--- config.mk ---
export PLATFORM = sky130hd
export DESIGN_NAME = regfile_sb
export DESIGN_NICKNAME = d
export VERILOG_FILES = /design/src/rtl/regfile_sb.sv
export SDC_FILE = /design/constraint.sdc
export NUM_CORES = 1
export LEC_CHECK = 0
export ABC_AREA = 0
export CELL_PAD_IN_SITES_DETAIL_PLACEMENT = 0
export CELL_PAD_IN_SITES_GLOBAL_PLACEMENT = 1
export CORE_MARGIN = 10
export CORE_UTILIZATION = 53
export DETAILED_ROUTE_END_ITERATION = 12
export PLACE_DENSITY_LB_ADDON = 0.12
export SLEW_MARGIN = 20
export SYNTH_ARGS = -nofsm -noshare
export SYNTH_HDL_FRONTEND = slang
export SYNTH_SLANG_ARGS = --single-unit
--- constraint.sdc ---
create_clock -name clk -period 3.63 [get_ports clk]
set_input_delay 0.363 -clock clk [delete_from_list [all_inputs] [get_ports clk]]
set_output_delay 0.363 -clock clk [all_outputs]
set_load 0.005 [all_outputs]
--- src/rtl/regfile_sb.sv ---
// Register file with pending-write scoreboard; ZERO_REG_EN hardwires register 0 to zero.
// Latency: read data and rd_valid one cycle after an accepted read; writes land at the edge.
// Backpressure: stall refuses reads of pending registers unless the same-cycle write supplies them.
module regfile_sb #(
    parameter int DATA_W = 16,
    parameter int ADDR_W = 3,
    localparam int DEPTH = 1 << ADDR_W
) (
    input  logic              clk,
    input  logic              reset_n,
    input  logic              en_reg,
    input  logic [ADDR_W-1:0] rA,
    input  logic [ADDR_W-1:0] rB,
    output logic [DATA_W-1:0] regA,
    output logic [DATA_W-1:0] regB,
    output logic              rd_valid,
    output logic              stall,
    input  logic              issue,
    input  logic [ADDR_W-1:0] iss_rD,
    input  logic              regD_wr,
    input  logic [ADDR_W-1:0] rD,
    input  logic [DATA_W-1:0] regD,
    output logic [DEPTH-1:0]  busy
);

`ifdef ZERO_REG_EN
    localparam bit ZERO_REG = 1'b1;
`else
    localparam bit ZERO_REG = 1'b0;
`endif

    logic [DATA_W-1:0] mem [DEPTH];
    logic [DEPTH-1:0]  busy_nxt;
    logic              wr_ok;
    logic              iss_ok;
    logic              clr_a;
    logic              clr_b;
    logic              accept;
    logic [DATA_W-1:0] rdat_a;
    logic [DATA_W-1:0] rdat_b;

    // Register 0 absorbs writes and issues when it is hardwired.
    assign wr_ok  = regD_wr && !(ZERO_REG && (rD == '0));
    assign iss_ok = issue && !(ZERO_REG && (iss_rD == '0));

    // A busy bit is only released when the write clears it and no issue re-reserves it.
    assign clr_a = wr_ok && (rD == rA) && !(iss_ok && (iss_rD == rA));
    assign clr_b = wr_ok && (rD == rB) && !(iss_ok && (iss_rD == rB));

    assign stall  = en_reg && ((busy[rA] && !clr_a) || (busy[rB] && !clr_b));
    assign accept = en_reg && !stall;

    always_comb begin
        busy_nxt = busy;
        if (wr_ok) begin
            busy_nxt[rD] = 1'b0;
        end
        if (iss_ok) begin
            busy_nxt[iss_rD] = 1'b1;
        end
    end

    always_comb begin
        rdat_a = mem[rA];
        if (ZERO_REG && (rA == '0)) begin
            rdat_a = '0;
        end else if (wr_ok && (rD == rA)) begin
            rdat_a = regD;
        end
    end

    always_comb begin
        rdat_b = mem[rB];
        if (ZERO_REG && (rB == '0)) begin
            rdat_b = '0;
        end else if (wr_ok && (rD == rB)) begin
            rdat_b = regD;
        end
    end

    always_ff @(posedge clk or negedge reset_n) begin
        if (!reset_n) begin
            for (int i = 0; i < DEPTH; i++) begin
                mem[i] <= '0;
            end
        end else if (wr_ok) begin
            mem[rD] <= regD;
        end
    end

    always_ff @(posedge clk or negedge reset_n) begin
        if (!reset_n) begin
            busy     <= '0;
            regA     <= '0;
            regB     <= '0;
            rd_valid <= 1'b0;
        end else begin
            busy     <= busy_nxt;
            rd_valid <= accept;
            if (accept) begin
                regA <= rdat_a;
                regB <= rdat_b;
            end
        end
    end

endmodule

# Word-level counts from Yosys, hierarchy flattened
# Index checks and enable logic that the tools add are counted.
# Widths: inputs -> output; s select.
dict set report word_totals {
  word_cells 72
  out_inout_bits 42
  inputBits 33
  regBits 169
}
dict set report classes {
  bitwise 6
  n_lt_le_gt_ge 10
  eq_ne 4
  n_reduce_logical 19
  mux 21
}
# operator n
set op_table {}
lappend op_table {{$bwmux 128} 1}
lappend op_table {{$mux 16} 7}
lappend op_table {{$bmux 16 s3} 2}
lappend op_table {{$demux 16 s3} 1}
lappend op_table {{$lt 3x4->1 const B} 4}
lappend op_table {{$mux 8} 2}
lappend op_table {{$logic_and 1x1->1} 13}
lappend op_table {{$eq 3x3->1} 4}
lappend op_table {{$ge 4x4->1 const B} 3}
lappend op_table {{$not 3->4} 3}
lappend op_table {{$and 8x8->8} 1}
lappend op_table {{$not 8->8} 1}
lappend op_table {{$or 8x8->8} 1}
lappend op_table {{$bmux 1 s3} 2}
lappend op_table {{$demux 1 s3} 2}
lappend op_table {{$ge 3x1->1 const B} 2}
lappend op_table {{$logic_not 1->1} 5}
lappend op_table {{$lt 4x1->1 const B} 1}
lappend op_table {{$mux 1} 4}
lappend op_table {{$logic_or 1x1->1} 1}

# Depth between registers and ports, before layout
dict set report logic_depth {
  ltp_word 10
  depth_mapped 8
  mapped_depth_nobuf 5
}

# Worst setup path before layout
# No wires, ideal clock.
dict set report synth_path {
  path_type {input to register}
  start {input port rB[1]}
  end {register regA[0]}
  t_arrival_ns 2.127
  stages 7
  path_slack_ns 1.378
  path_cell_list {buf_2 mux4_2 mux2i_1 a21oi_1 nor3b_4 buf_6 mux2_2}
}
dict set report synth_between {
  elab_chain_len 10
  elab_cells_between_ends 14
}
# item line
set synth_rtl {}
lappend synth_rtl {{start, declared} 13} ;# input logic [ADDR_W-1:0] rB,
lappend synth_rtl {{$eq 3x3->1} 48} ;# assign clr_b = wr_ok && (rD == rB) && !(iss_ok && (iss_rD == rB));
lappend synth_rtl {{$logic_and 1x1->1} 48}
lappend synth_rtl {{$logic_not 1->1} 48}
lappend synth_rtl {{$logic_and 1x1->1} 48}
lappend synth_rtl {{$logic_not 1->1} 50} ;# assign stall = en_reg && ((busy[rA] && !clr_a) || (busy[rB] && !clr_b));
lappend synth_rtl {{$logic_and 1x1->1 (*)} 50}
lappend synth_rtl {{$logic_or 1x1->1 (*)} 50}
lappend synth_rtl {{$logic_and 1x1->1 (*)} 50}
lappend synth_rtl {{$logic_not 1->1 (*)} 51} ;# assign accept = en_reg && !stall;
lappend synth_rtl {{$logic_and 1x1->1 (*)} 51}
lappend synth_rtl {{end signal, assigned} 101} ;# regA <= rdat_a;
lappend synth_rtl {{end, declared} 14} ;# output logic [DATA_W-1:0] regA,
# Mark *: on every way between the ends. The rest lies on a longest branch, timed or not. The select of a mux whose other input is x is not followed.
# A chain may end at the register's enable or synchronous reset.

# Final worst setup path
dict set report layout_path {
  start {input port rA[2]}
  end {output port stall}
}
dict set report layout_between {
  elab_chain_len 8
  elab_cells_between_ends 12
}
# item line
set layout_rtl {}
lappend layout_rtl {{start, declared} 12} ;# input logic [ADDR_W-1:0] rA,
lappend layout_rtl {{$eq 3x3->1} 47} ;# assign clr_a = wr_ok && (rD == rA) && !(iss_ok && (iss_rD == rA));
lappend layout_rtl {{$logic_and 1x1->1} 47}
lappend layout_rtl {{$logic_not 1->1} 47}
lappend layout_rtl {{$logic_and 1x1->1} 47}
lappend layout_rtl {{$logic_not 1->1} 50}
lappend layout_rtl {{$logic_and 1x1->1 (*)} 50}
lappend layout_rtl {{$logic_or 1x1->1 (*)} 50}
lappend layout_rtl {{$logic_and 1x1->1 (*)} 50}
lappend layout_rtl {{end, declared} 17} ;# output logic stall,
# Marks and branches as above.

==> flow_metrics.env <==
export IMPL_groute_layer_met1_usage_pct=27.0
export IMPL_grt_use_total_pct=20.3
export IMPL_fmax_achieved_ghz=0.364
export IMPL_cts_hold_buffers=1
export IMPL_cap_violations=0
export IMPL_share_of_post_route_cells_with_drive_strength_above_1_pct=43.2
export IMPL_num_io_pins=75
export IMPL_routed_wl_mm=21.9
export IMPL_place_port_buffers=74
export IMPL_cp_end_kind="output pin"
export IMPL_ys_dominant_reg_cell="sky130_fd_sc_hd__dfrtp_1"
export IMPL_worst_setup_hold_path_clk_slew_ns=0.07
export IMPL_drt_pre_antenna_iters=5
export IMPL_cell_mode_on_critical_path="sky130_fd_sc_hd__clkdlybuf4s50_1"
export IMPL_synth_edf_count=0
export IMPL_worst_endpoint_arrival_ns=2.39
export IMPL_finalSetupViolations=0
export IMPL_yosys_top_cells_area="sky130_fd_sc_hd__dfrtp_1 48%, sky130_fd_sc_hd__mux2_2 20%, sky130_fd_sc_hd__mux4_2 17%, sky130_fd_sc_hd__mux2i_1 3.9%, sky130_fd_sc_hd__o21ai_0 2.0%"
export IMPL_grt_overflow=0
export IMPL_worst_endpoint_required_ns=3.27
export IMPL_cts_htree_levels=4
export IMPL_transition_time_at_the_pin_with_the_least_slew_margin_ns=0.722
export IMPL_syn_mean_instance_area_um2=14.6
export IMPL_dr_total_vias=5516
export IMPL_routabilityCongestion=0.875
export IMPL_crit_fanout=8
export IMPL_regToRegStartpoint="busy[7]"
export IMPL_ys_top_cells_by_count="169 x sky130_fd_sc_hd__dfrtp_1, 159 x sky130_fd_sc_hd__mux2_2, 68 x sky130_fd_sc_hd__mux4_2"
export IMPL_grt_antenna_before_repair=0
export IMPL_finalWorstPathRequiredPeriod_ns=2.75
export IMPL_post_cts_repair_setup_buffers=0
export IMPL_critical_path_class="primary input to output pin"
export IMPL_wl_per_cell_um=24.4
export IMPL_layout_setup_ws_ns=0.881
export IMPL_run_status="complete, no violations"
export IMPL_synth_largest_type_area_fraction_pct=47.9
export IMPL_rows=47
export IMPL_worst_hold_startpoint="regA[4]"
export IMPL_slew_limit_headroom_pct=51.9
export IMPL_timing_critical_path_from="rA[2]"
export IMPL_vdd_ir_drop_worst_v=0.000395
export IMPL_timing_hold_worst_class="register to register"
export IMPL_netlist_instances=607
export IMPL_grt_max_degree=76
export IMPL_critical_path_slowest_cell="sky130_fd_sc_hd__clkdlybuf4s50_1"
export IMPL_die_boundary_width_um=149
export IMPL_numCtsBuffers=17
export IMPL_register_area_mm2=0.00423
export IMPL_yosysWarningCount=0
export IMPL_accumulated_negative_setup_slack_ns=0
export IMPL_top_usage_layer="met2"
export IMPL_avgViaCountPerCell=6.14
export IMPL_hpwlAfterDp_mm=13.4
export IMPL_startpoint_type="primary input"
export IMPL_clock_sinks=169
export IMPL_cellLeakagePower_nw=4.23
export IMPL_rsz0062_at_grt="false"
export IMPL_timing_reg2reg_worst_path_depth=6
export IMPL_finalNetCount=699
export IMPL_whs_path_depth=1
export IMPL_gr_usage_met3_pct=4.55
export IMPL_clk_root_buffer_cell="sky130_fd_sc_hd__clkbuf_16"
export IMPL_synthDominantAreaCellType="sky130_fd_sc_hd__dfrtp_1"
export IMPL_drt_first_iter_violations=337
export IMPL_cts_tree="yes"
export IMPL_n_antenna_cell=0
export IMPL_pwr_density_cell_mw_per_mm2=613
export IMPL_ant_nets=0
export IMPL_clock_skew_final_ns=0.0122
export IMPL_hold_fails_final_rpt=0
export IMPL_synth_net_count=640
export IMPL_postSynth_asyncResetShare_pct=100
export IMPL_yosys_register_bits=169
export IMPL_dpl_worst_slack_ns=0.763
export IMPL_fp_dieArea_mm2=0.0222
export IMPL_initial_core_util_pct=53.6
export IMPL_cp_slowest_stage_delay_ns=0.54
export IMPL_cts_resized=0
export IMPL_drc=0
export IMPL_fill_cells=1206
export IMPL_clock_latency_ns=0.43
export IMPL_utilization_pct=63.0
export IMPL_core_area_mm2=0.0165
export IMPL_die_y_um=149
export IMPL_met2_usage_pct=32.6
export IMPL_area_delta_synth_final_pct=17.4
export IMPL_seq_area_frac_synth_pct=47.9
export IMPL_slew_viol_final=0
export IMPL_syn_cell_area_mm2=0.00883
export IMPL_grt_pass1_wl_mm=34.5
export IMPL_post_synth_num_cell_types=27
export IMPL_cts_root_to_sink_buffers=2
export IMPL_grt_pass1_vias=5896
export IMPL_multiInputGateArea_mm2=0.00430
export IMPL_post_synth_top_count_cell="sky130_fd_sc_hd__dfrtp_1"
export IMPL_timing_critical_path_cells="clkdlybuf4s50_1 > buf_4 > xnor2_1 > nand4_1 > a21oi_1 > o21a_1 > clkdlybuf4s50_1"
export IMPL_min_period_over_period_pct=75.7
## path summary, 6_finish.rpt
check                            to  slack, ns
max                           stall       0.88
min                         regA[4]       0.49
max reg2reg                 regA[9]       1.28
min reg2reg                 regA[4]       0.49
max in group asynchronous  mem[118]       2.10
min in group asynchronous  mem[112]       0.55
## kinds of logic after synthesis
| family | count (synthesis) | synth area share [%] |
|---|---|---|
| AO/OA/AOI/OAI | 43 | 2.58 |
| XOR/XNOR | 12 | 1.19 |
| buffers and inverters | 65 | 3.44 |
| flip-flops | 169 | 47.9 |
| multiplexers | 262 | 41.6 |
| AND/OR/NAND/NOR | 56 | 3.31 |
## final cells by class
type / instances / area share, %
inverters: 4 / 0.145
flip-flops and latches: 169 / 40.8
repair buffers: 101 / 8.94
well taps: 220 / 2.65
clock inverters: 12 / 1.65
clock buffers: 20 / 4.31
multi-input cells: 373 / 41.5
## placed cells by master (no fill, tap or decap), types with 2 or more instances in the layout
master	n
sky130_fd_sc_hd__o21ai_0	36
sky130_fd_sc_hd__mux4_2	68
sky130_fd_sc_hd__mux2_2	159
sky130_fd_sc_hd__clkinv_2	4
sky130_fd_sc_hd__o32ai_1	2
sky130_fd_sc_hd__buf_4	26
sky130_fd_sc_hd__bufinv_16	4
sky130_fd_sc_hd__clkbuf_1	2
sky130_fd_sc_hd__and4_1	2
sky130_fd_sc_hd__buf_2	4
sky130_fd_sc_hd__clkbuf_16	17
sky130_fd_sc_hd__a21oi_1	2
sky130_fd_sc_hd__nand4b_1	3
sky130_fd_sc_hd__nand2b_1	4
sky130_fd_sc_hd__o22ai_1	2
sky130_fd_sc_hd__xnor2_1	12
sky130_fd_sc_hd__mux2i_1	34
sky130_fd_sc_hd__dfrtp_1	169
sky130_fd_sc_hd__nor3b_2	2
sky130_fd_sc_hd__inv_1	4
sky130_fd_sc_hd__clkinvlp_4	3
sky130_fd_sc_hd__nor3_2	2
sky130_fd_sc_hd__clkdlybuf4s50_1	69
sky130_fd_sc_hd__nand2_1	39
sky130_fd_sc_hd__nand4_1	3
## critical path: cells and delay by family
family,cells,cell delay (ns)
AOI/OAI and AO/OA,2,0.49
buffers and inverters,3,1.27
xor gates and xnor gates,1,0.13
and+or+nand+nor,1,0.11
## power breakdown
part	leakage, nW	internal, W	switching, W
logic	1.90	0.00113	0.000578
registers	2.03	0.00239	0.000338
clock network	0.296	0.00117	0.000746
## per-layer routing
layer	up-vias	wire (µm)
met3	27	1140
met2	148	10800
met4	0	357
met1	2948	9580
met5	-	0
li1	2393	-
## stage by stage
stage	total power (W)	instances	instance area, µm²	hold slack [ns]
after floorplan	0.00373	607	8830	0.0674
after global placement	0.00441	866	9740	0.429
after detailed placement	0.00450	866	9740	0.447
after CTS	0.00642	899	10400	0.498
after global routing	0.00667	899	10400	0.502
final	0.00636	899	10400	0.494
## sequential cells by signal, summed over array words and instances (netlist names)
signal	flops
rd_valid	1
regA	16
busy	8
regB	16
mem	128
(Power assumes the default switching activity.)
